$ cat config.mk
export PLATFORM = sky130hd
export DESIGN_NAME = crc32_stream
export DESIGN_NICKNAME = d
export VERILOG_FILES = /design/src/rtl/crc32_pkg.sv /design/src/rtl/crc32_byte_step.sv /design/src/rtl/crc32_stream.sv
export SDC_FILE = /design/constraint.sdc
export NUM_CORES = 1
export LEC_CHECK = 0
export CAP_MARGIN = 30
export CORE_ASPECT_RATIO = 1.5
export CORE_UTILIZATION = 50
export DETAILED_ROUTE_END_ITERATION = 16
export GPL_ROUTABILITY_DRIVEN = 0
export GPL_TIMING_DRIVEN = 0
export HOLD_SLACK_MARGIN = 0.06
export PLACE_DENSITY = 0.75
export SYNTH_ARGS = -nofsm -noshare
export SYNTH_HDL_FRONTEND = slang
export SYNTH_SLANG_ARGS = --single-unit
$ cat constraint.sdc
create_clock -name clk -period 2 [get_ports clk]
set_input_delay 0.3 -clock clk [delete_from_list [all_inputs] [get_ports clk]]
set_output_delay 0.3 -clock clk [all_outputs]
set_load 0.01 [all_outputs]
$ cat src/rtl/crc32_pkg.sv
// crc32_pkg
// Shared constants and types for the streaming CRC-32 (IEEE 802.3) engine.
//   CRC32_POLY_REFL : reflected generator polynomial (LSB-first processing)
//   CRC32_RESIDUE   : raw register value left after a frame plus its own FCS
//   CRC32_INIT_DEF  : default register preset
//   CRC32_XOR_DEF   : default final XOR
//   crc_state_t     : two-state frame controller encoding
package crc32_pkg;

  localparam logic [31:0] CRC32_POLY_REFL = 32'hEDB88320;
  localparam logic [31:0] CRC32_RESIDUE   = 32'hDEBB20E3;
  localparam logic [31:0] CRC32_INIT_DEF  = 32'hFFFFFFFF;
  localparam logic [31:0] CRC32_XOR_DEF   = 32'hFFFFFFFF;

  // ST_ACC: accumulating beats; ST_HOLD: presenting a finished result.
  typedef enum logic {
    ST_ACC  = 1'b0,
    ST_HOLD = 1'b1
  } crc_state_t;

endpackage

$ cat src/rtl/crc32_byte_step.sv
// crc32_byte_step
// Purely combinational: advances a raw CRC-32 register by one byte,
// consuming the byte LSB-first (eight bit-serial LFSR steps unrolled).
//   r         in  32  current raw register
//   data_byte in   8  byte to absorb
//   r_next    out 32  register after absorbing data_byte
module crc32_byte_step
  import crc32_pkg::*;
(
  input  logic [31:0] r,
  input  logic [7:0]  data_byte,
  output logic [31:0] r_next
);

  always_comb begin
    // NOTE: blocking assignments are deliberate in combinational logic; each
    // loop iteration must see the value produced by the previous bit step.
    r_next = r;
    for (int i = 0; i < 8; i++) begin
      if (r_next[0] ^ data_byte[i]) begin
        r_next = (r_next >> 1) ^ CRC32_POLY_REFL;
      end else begin
        r_next = r_next >> 1;
      end
    end
  end

endmodule

$ cat src/rtl/crc32_stream.sv
// crc32_stream
// Streaming CRC-32 engine, 1/2/4 bytes per beat, valid/ready on both sides.
// Generate mode presents the FCS; check mode also flags a good residue.
//   clk, rst_n          clock, asynchronous active-low reset
//   clr                 synchronous abort back to accumulate with r = INIT
//   in_valid/in_ready   input beat handshake
//   in_data             lane 0 = [7:0] is absorbed first
//   in_keep             byte enables, honoured only on the in_last beat
//   in_last             final beat of the frame
//   out_valid/out_ready result handshake
//   out_crc             final register XOR XOR_OUT (transmit byte 0 = [7:0])
//   out_ok              CHECK=1: frame+FCS left the residue; CHECK=0: 0
module crc32_stream
  import crc32_pkg::*;
#(
  parameter int          DATA_W  = 8,
  parameter logic [31:0] INIT    = CRC32_INIT_DEF,
  parameter logic [31:0] XOR_OUT = CRC32_XOR_DEF,
  parameter bit          CHECK   = 1'b0
) (
  input  logic                  clk,
  input  logic                  rst_n,
  input  logic                  clr,
  input  logic                  in_valid,
  output logic                  in_ready,
  input  logic [DATA_W-1:0]     in_data,
  input  logic [DATA_W/8-1:0]   in_keep,
  input  logic                  in_last,
  output logic                  out_valid,
  input  logic                  out_ready,
  output logic [31:0]           out_crc,
  output logic                  out_ok
);

  localparam int NB = DATA_W / 8;
  localparam int KW = $clog2(NB + 1);

  crc_state_t        state, state_nxt;
  logic [31:0]       r;
  logic [NB:0][31:0] chain;     // chain[j] = r advanced by j bytes
  logic [KW-1:0]     keep_len;  // bytes enabled on the last beat
  logic [31:0]       r_final;
  logic              beat_acc;

  // Byte-step chain, lane 0 first.
  assign chain[0] = r;
  for (genvar j = 0; j < NB; j++) begin : g_lane
    crc32_byte_step u_step (
      .r         (chain[j]),
      .data_byte (in_data[8*j +: 8]),
      .r_next    (chain[j+1])
    );
  end

  // Length of the run of ones from lane 0; the lowest zero lane wins, so
  // non-contiguous enables truncate at the first gap.
  always_comb begin
    keep_len = KW'(NB);
    for (int i = NB - 1; i >= 0; i--) begin
      if (!in_keep[i]) keep_len = KW'(i);
    end
  end

  assign r_final  = chain[keep_len];
  assign beat_acc = in_valid && in_ready;

  // State register.
  always_ff @(posedge clk or negedge rst_n) begin
    if (!rst_n) state <= ST_ACC;
    else        state <= state_nxt;
  end

  // Next-state logic.
  always_comb begin
    // NOTE: defaulting state_nxt first keeps every path assigned, so no latch.
    state_nxt = state;
    if (clr) begin
      state_nxt = ST_ACC;
    end else begin
      case (state)
        ST_ACC:  if (beat_acc && in_last) state_nxt = ST_HOLD;
        ST_HOLD: if (out_ready)           state_nxt = ST_ACC;
        default: state_nxt = ST_ACC;
      endcase
    end
  end

  // Outputs decoded from the registered state only: no path from out_ready.
  always_comb begin
    in_ready  = (state == ST_ACC);
    out_valid = (state == ST_HOLD);
  end

  // CRC register and captured result.
  always_ff @(posedge clk or negedge rst_n) begin
    // NOTE: sequential state uses non-blocking assignments so every register
    // samples pre-edge values. r presets to INIT, not zero.
    if (!rst_n) begin
      r       <= INIT;
      out_crc <= '0;
      out_ok  <= 1'b0;
    end else if (clr) begin
      r       <= INIT;
      out_crc <= '0;
      out_ok  <= 1'b0;
    end else if (beat_acc) begin
      if (in_last) begin
        r       <= INIT;
        out_crc <= r_final ^ XOR_OUT;
        out_ok  <= CHECK && (r_final == CRC32_RESIDUE);
      end else begin
        r <= chain[NB];
      end
    end
  end

endmodule

==> impl_metrics.tcl, run 1 <==
set metrics [dict create \
    status "finished, violations left" \
    violations "design-rule violations, negative setup slack" \
    rows 37 \
    start_kind "register" \
    gr-total-overflow 0 \
    powerDensity_mw_per_mm2 1090 \
    required_ns 2.28 \
    fmax_mhz 470 \
    grt_pass1_vias 2746 \
    dieArea_mm2 0.00757 \
    ir_drop_uv 701 \
    io_pins 50 \
    tritoncts "yes" \
    fin_cells 510 \
    slowest_stage "dfstp_2" \
    rsz0062_at_grt "yes" \
    synth_nets 341 \
    endpoint_kind "register" \
    worst_skew_pair.late_latency_ns 0.35 \
    wl_per_cell_um 19.3 \
    drive_gt1_frac 0.296 \
    yosysSeqAreaShare 0.462 \
    finalMaxSlewViolations 0 \
    nNetsFinal 442 \
    reg2reg_slack_ns -0.13 \
    diodes 0 \
    crit_chain "xor3_4 -> xnor3_1 -> xor3_1 -> buf_4 -> o22a_2" \
    synth_area_leaders "dfstp_2 (23%), dfrtp_1 (23%), xnor2_1 (8.5%)" \
    drt_iter0_drc 264 \
    wirelength_mm 9.86 \
    cp_max_fo 2 \
    rr_startpoint "r[27]$_DFFE_PN1P_" \
    synth_top_cell_by_area "dfstp_2" \
    track_usage 0.256 \
    root_buffer "clkbuf_8" \
    drv_cap 0 \
    syn_inst 326 \
    core-area_mm2 0.00690 \
    grt_pass1_wl_mm 14.3 \
    hold_viol 0 \
    vias 2910 \
    relSlewSlack 0.456 \
    syn_area_mm2 0.00361 \
    area_delta_synth_final_pct 38.1 \
    min_period_ns 2.13 \
    cts_sinks 65 \
    viasPerCell 5.71 \
    htreeDepth 3 \
    arrival_ns 2.41 \
    final_util 0.723 \
    cts_made_buffers 9 \
    hold_class "in -> async" \
    port_buffers 47 \
    reg2regPathDepth 5 \
    grt_max_degree 66 \
    critPathKind "reg -> reg" \
    synth_top_area_share 0.233 \
    drc 3 \
    clock_path_buffers 2 \
    die_h_um 106 \
    yosysWarnings 0 \
    critPathMaxStageDelay_ns 0.54 \
    syn_area_per_cell_um2 11.1 \
    setup_ws_ns -0.126 \
    path_clk_slew_ns 0.08 \
    antenna_found_initial 0 \
    final-setup-viol-count 2 \
    final_antenna_net_count 0 \
    crit-reg2reg-capture "r[19]$_DFFE_PN1P_" \
    hpwl_mm 6.00 \
    dr.pass1.iters 10 \
    skew_ns 0.0119 \
    fin_crit_sh 1.06 \
    yosysUniqueCellTypes 34 \
    die_w_um 71.4 \
    start_util 0.523 \
    placed_cells 451 \
    tightestPinTransition_ns 0.816 \
    synth-seq-cells 65 \
    fillers 454 \
    p_leak_uw 0.00213 \
]
## power by group
part / switching, uW / leakage (uW) / internal (uW)
clock network: 504 / 0.000113 / 711
registers: 140 / 0.000791 / 1530
logic: 1130 / 0.00122 / 1390
total: 1780 / 0.00213 / 3630
## cell usage in the layout (no fill, tap or decap), types with 2 or more instances in the layout
cell type and instances:
clkdlybuf4s50_1 46, nor2_1 44, a21oi_1 41, buf_4 39, dfrtp_1 33, dfstp_2 32
nand2_1 24, xnor2_1 24, o21ai_0 19, clkbuf_1 17, clkbuf_8 13, xnor2_4 12
xnor3_1 9, mux2i_1 9, o22a_1 8, xnor2_2 7, a22o_1 7, xor2_1 6
o31ai_1 4, buf_6 4, xnor3_2 3, xor3_1 3, a31o_2 3, nand2b_1 2
xor2_4 2, a22o_2 2, xor2_2 2, a21oi_2 2, buf_12 2
## flip-flops by register name (all words and copies together) (netlist names)
signal     cells
out_crc       32
r             32
out_valid      1
## per-stage QoR
stage / TNS (ns) / instance area, um2 / worst slack (ns) / hold slack, ns / total power [uW]
finish: -0.252 / 4990 / -0.126 / 0.0390 / 5410
floorplan: -0.0635 / 3620 / -0.0381 / 0.00441 / 3030
detailed placement: -16.33 / 4190 / -0.647 / 0.451 / 3530
global placement: -88.26 / 4190 / -1.48 / 0.462 / 3500
CTS: -0.806 / 4640 / -0.159 / 0.0772 / 4940
global route: -0.534 / 4990 / -0.189 / 0.116 / 5630
## worst max-delay path, delay by kind of cell, from the launching register on
kind                      cells  cell delay, ns
xor gates and xnor gates      3            1.18
AOI/OAI and AO/OA             1            0.17
DFF                           1            0.54
buffers and inverters         1            0.16
## routing by layer
layer,wire [um],vias up,track usage
met2,5070,117,0.414
met4,435,0,0.157
met3,519,31,0.0398
met5,0,-,0
met1,3840,1445,0.320
li1,-,1317,-
## synth_stat cells
master	n
a31oi_1	1
xor2_1	8
xor3_4	1
a22o_2	2
buf_2	1
clkbuf_1	16
or3_1	1
nor2_1	44
buf_1	1
nor3_1	1
a22o_1	7
o22a_2	1
buf_4	1
a31o_2	3
and2_1	1
a21oi_1	43
nand2_1	24
dfstp_2	32
nand2b_1	2
xnor2_2	6
o22a_1	8
o31ai_1	4
xnor3_1	10
xor2_4	1
xor3_1	3
xnor3_2	2
inv_1	1
mux2i_1	9
dfrtp_1	33
conb_1	1
xor2_2	1
xnor2_4	2
xnor2_1	35
o21ai_0	20
## layout make-up
type / count / area [um2] / area share
multi-input cells: 241 / 2090 / 0.420
clock buffers: 14 / 183 / 0.0366
clock inverters: 2 / 35.0 / 0.00703
flip-flops and latches: 65 / 1670 / 0.334
inverters: 1 / 3.75 / 0.000753
plain buffers: 19 / 76.3 / 0.0153
well taps: 78 / 97.6 / 0.0196
repair buffers: 90 / 831 / 0.167
## kinds of logic after synthesis
| group | count (synthesis) | synth area share |
|---|---|---|
| simple gates | 73 | 0.0790 |
| flops | 65 | 0.462 |
| xor+xnor | 69 | 0.262 |
| mux | 9 | 0.0250 |
| other cells | 1 | 0.00104 |
| buf+inv | 20 | 0.0222 |
| compound gates | 89 | 0.149 |
## worst max path at each step
stage | endpoint | startpoint | slack [ns]
2_1_floorplan | out_crc[19]$_DFFE_PN0P_ | r[3]$_DFFE_PN1P_ | -0.04
3_3_place_gp | out_crc[25]$_DFFE_PN0P_ | rst_n | -1.48
3_5_place_dp | out_crc[19]$_DFFE_PN0P_ | in_data[2] | -0.65
4_1_cts | out_crc[26]$_DFFE_PN0P_ | in_data[6] | -0.16
5_1_grt | out_crc[19]$_DFFE_PN0P_ | r[0]$_DFFE_PN1P_ | -0.19
6_report | r[19]$_DFFE_PN1P_ | r[27]$_DFFE_PN1P_ | -0.13
## what timing repair did
action / 4_1_cts / 5_1_grt
setup endpoints to repair: 25 / 22
gates cloned: 0 / 0
resized for setup: 10 / 21
pin swaps: 11 / 15
hold buffers: 0 / 0
setup buffers: 18 / 25
(Power assumes the default switching activity.)
==> run 2: changes to the inputs <==
--- a/config.mk
+++ b/config.mk
@@ -8,6 +8,7 @@
 export CAP_MARGIN = 30
 export CORE_ASPECT_RATIO = 1.5
 export CORE_UTILIZATION = 50
+export CTS_CLUSTER_DIAMETER = 120
 export DETAILED_ROUTE_END_ITERATION = 16
 export GPL_ROUTABILITY_DRIVEN = 0
 export GPL_TIMING_DRIVEN = 0
==> results of run 2 <==
Same layout as run 1: the final DEF is identical, and so are final timing and power.
==> run 3: changes to the inputs <==
--- a/config.mk
+++ b/config.mk
@@ -5,15 +5,19 @@
 export SDC_FILE = /design/constraint.sdc
 export NUM_CORES = 1
 export LEC_CHECK = 0
+export ABC_AREA = 1
 export CAP_MARGIN = 30
+export CELL_PAD_IN_SITES_DETAIL_PLACEMENT = 1
+export CELL_PAD_IN_SITES_GLOBAL_PLACEMENT = 1
 export CORE_ASPECT_RATIO = 1.5
-export CORE_UTILIZATION = 50
+export CORE_UTILIZATION = 36
 export CTS_CLUSTER_DIAMETER = 120
 export DETAILED_ROUTE_END_ITERATION = 16
 export GPL_ROUTABILITY_DRIVEN = 0
 export GPL_TIMING_DRIVEN = 0
 export HOLD_SLACK_MARGIN = 0.06
-export PLACE_DENSITY = 0.75
+export MAX_ROUTING_LAYER = met4
+export PLACE_DENSITY = 0.74
 export SYNTH_ARGS = -nofsm -noshare
 export SYNTH_HDL_FRONTEND = slang
 export SYNTH_SLANG_ARGS = --single-unit
==> run 3 against run 2 <==
The run now ends clean; synthesized cell count grew 69%; wire length grew 42%; sequential share of layout area is essentially flat; total power shrank 20%; non-clock buffer count shrank 42; flip-flop and latch count is the same; critical path type unchanged; largest cell class unchanged.
==> impl_metrics.tcl, run 3 <==
set metrics [dict create \
    vias 3918 \
    cts_sinks 65 \
    drt_iter0_drc 196 \
    drive_gt1_frac 0.143 \
    synth_top_area_share 0.214 \
    placed_cells 743 \
    cts_made_buffers 9 \
    start_kind "register" \
    cp_max_fo 9 \
    slowest_stage "dfstp_2" \
    tightestPinTransition_ns 0.867 \
    root_buffer "clkbuf_16" \
    p_leak_uw 0.00252 \
    rr_startpoint "r[0]$_DFFE_PN1P_" \
    antenna_found_initial 0 \
    port_buffers 48 \
    rows 46 \
    die_w_um 87.4 \
    clock_path_buffers 2 \
    core-area_mm2 0.0106 \
    gr-total-overflow 0 \
    die_h_um 130 \
    io_pins 50 \
    drc 0 \
    synth_common_cells "nand2_1 (219), inv_1 (52), a21oi_1 (39), nand3_1 (34), dfrtp_1 (33)" \
    hpwl_mm 9.99 \
    reg2reg_slack_ns 0.01 \
    final_antenna_net_count 0 \
    synth_nets 566 \
    drv_cap 0 \
    track_usage 0.271 \
    critPathCapture "out_crc[25]$_DFFE_PN0P_" \
    postCtsSetupBuffers 0 \
    hold_buffers 0 \
    crit-reg2reg-capture "out_crc[25]$_DFFE_PN0P_" \
    ys.flop_type "dfrtp_1" \
    ir_drop_uv 492 \
    diodes 0 \
    synth_area_leaders "dfstp_2 (21%), dfrtp_1 (21%), nand2_1 (21%)" \
    finalMaxSlewViolations 0 \
    tritoncts "yes" \
    start_util 0.372 \
    viasPerCell 5.16 \
    final_common_cell "nand2_1" \
    area_delta_synth_final_pct 26.6 \
    endpoint_kind "register" \
    final_cell_mix "nand2_1 (213), inv_1 (50), clkdlybuf4s50_1 (47)" \
    powerDensity_mw_per_mm2 874 \
    yosys.cell_count.top_type "nand2_1" \
    grt_pass1_vias 4237 \
    required_ns 2.22 \
    syn_inst 551 \
    critPathKind "reg -> reg" \
    crit_chain "inv_1 -> nand2_1 -> nand2_4 -> nand2_1 -> nand2_2 -> nand2_1 -> nand2_1 -> nand2_1 -> nand2_1 -> o21ai_2 -> nand2_1" \
    worst_skew_pair.late_latency_ns 0.34 \
    min_period_ns 1.99 \
    status "complete, no violations" \
    post_dp_cell_area_mm2 0.00459 \
    wirelength_mm 14.0 \
    relSlewSlack 0.422 \
    reg2regPathDepth 11 \
    htreeDepth 3 \
    fin_crit_sh 0.994 \
    final_cell_area_mm2 0.00498 \
    grt_pass1_wl_mm 21.9 \
    rsz0062_at_grt "yes" \
    nNetsFinal 625 \
    hold_class "in -> async" \
    yosysWarnings 0 \
    fmax_mhz 503 \
    yosysUniqueCellTypes 29 \
    syn_area_mm2 0.00394 \
    wl_per_cell_um 18.5 \
    yosysSeqAreaShare 0.424 \
    final-setup-viol-count 0 \
    synth_edf_count 0 \
    synth-seq-cells 65 \
    dieArea_mm2 0.0114 \
    grt_max_degree 66 \
    setup.worst_path.start "r[0]$_DFFE_PN1P_" \
    skew_ns 0.00529 \
    path_clk_slew_ns 0.06 \
    critPathMaxStageDelay_ns 0.55 \
    path_common_cell "nand2_1" \
    syn_area_per_cell_um2 7.14 \
    power.total_uw 4350 \
    hold_viol 0 \
    arrival_ns 2.21 \
    fin_cells 759 \
    async_reset_ff_frac 1.00 \
    synth_top_cell_by_area "dfstp_2" \
    dr.pass1.iters 4 \
]
run 3: changes by cell type after synthesis, sizes merged, moves of 18 or more:
cell   delta
nand2   +208
inv      +53
nand3    +34
xnor2    -33
nor2     -22
xor2     +18
run 3: stage by stage:
step	util	setup TNS [ns]	worst slack, ns	hold slack, ns
after CTS	0.465	0	0.0132	0.122
after floorplan	-	0	0.419	0.00441
after detailed placement	0.434	-11.15	-0.412	0.467
after global routing	0.470	-0.163	-0.128	0.153
final	0.470	0	0.0111	0.0671
after global placement	0.434	-93.18	-1.69	0.461
run 3: where the power goes:
group	switching [uW]	total [uW]	internal, uW
Combinational	800	1200	400
Sequential	72.8	1510	1440
Clock	614	1640	1030
Total	1490	4350	2870
run 3: cells by family after synthesis:
logic type,share of synthesized area
flip-flops,0.424
buffers and inverters,0.0725
AND/OR/NAND/NOR,0.298
XOR/XNOR,0.0865
AO/OA/AOI/OAI,0.119
other,0.000953
run 3: cell type report:
class | count | area, um2
Fill cell | 1368 | 5610
Multi-Input combinational cell | 412 | 2060
Sequential cell | 65 | 1670
Timing Repair Buffer | 48 | 478
Clock buffer | 11 | 253
Inverter | 55 | 206
Tap cell | 144 | 180
Buffer | 19 | 82.6
Clock inverter | 5 | 53.8
run 3: repair_timing:
item                                    4_1_cts  5_1_grt
gates resized for setup                       6       19
endpoints found under the hold margin         0        0
pin swaps                                     0        1
endpoints found under the setup margin        9       24
run 3: worst min-delay path by stage:
stage                           start                      end  depth (start not counted)  slack, ns
2_1_floorplan                   rst_n   out_crc[0]$_DFFE_PN0P_                          0      0.004
3_3_place_gp   out_crc[1]$_DFFE_PN0P_   out_crc[1]$_DFFE_PN0P_                          2       0.46
3_5_place_dp                    rst_n  out_crc[22]$_DFFE_PN0P_                          1       0.47
4_1_cts                         rst_n  out_crc[22]$_DFFE_PN0P_                          1       0.12
5_1_grt                         rst_n  out_crc[20]$_DFFE_PN0P_                          1       0.15
6_report                        rst_n  out_crc[22]$_DFFE_PN0P_                          1       0.07
run 3: per-layer routing:
layer  share of wire  GRT usage  routed length (um)
met5               0          -                   0
met4           0.039      0.132                 549
met2            0.53      0.483                7440
met3           0.032     0.0430                 448
met1            0.40      0.288                5580
run 3: critical path, delay by kind of cell (launching register included):
family,cells,cell delay (ns)
AOI/OAI and AO/OA,1,0.16
buffers and inverters,1,0.09
DFF,1,0.55
and+or+nand+nor,9,1.06
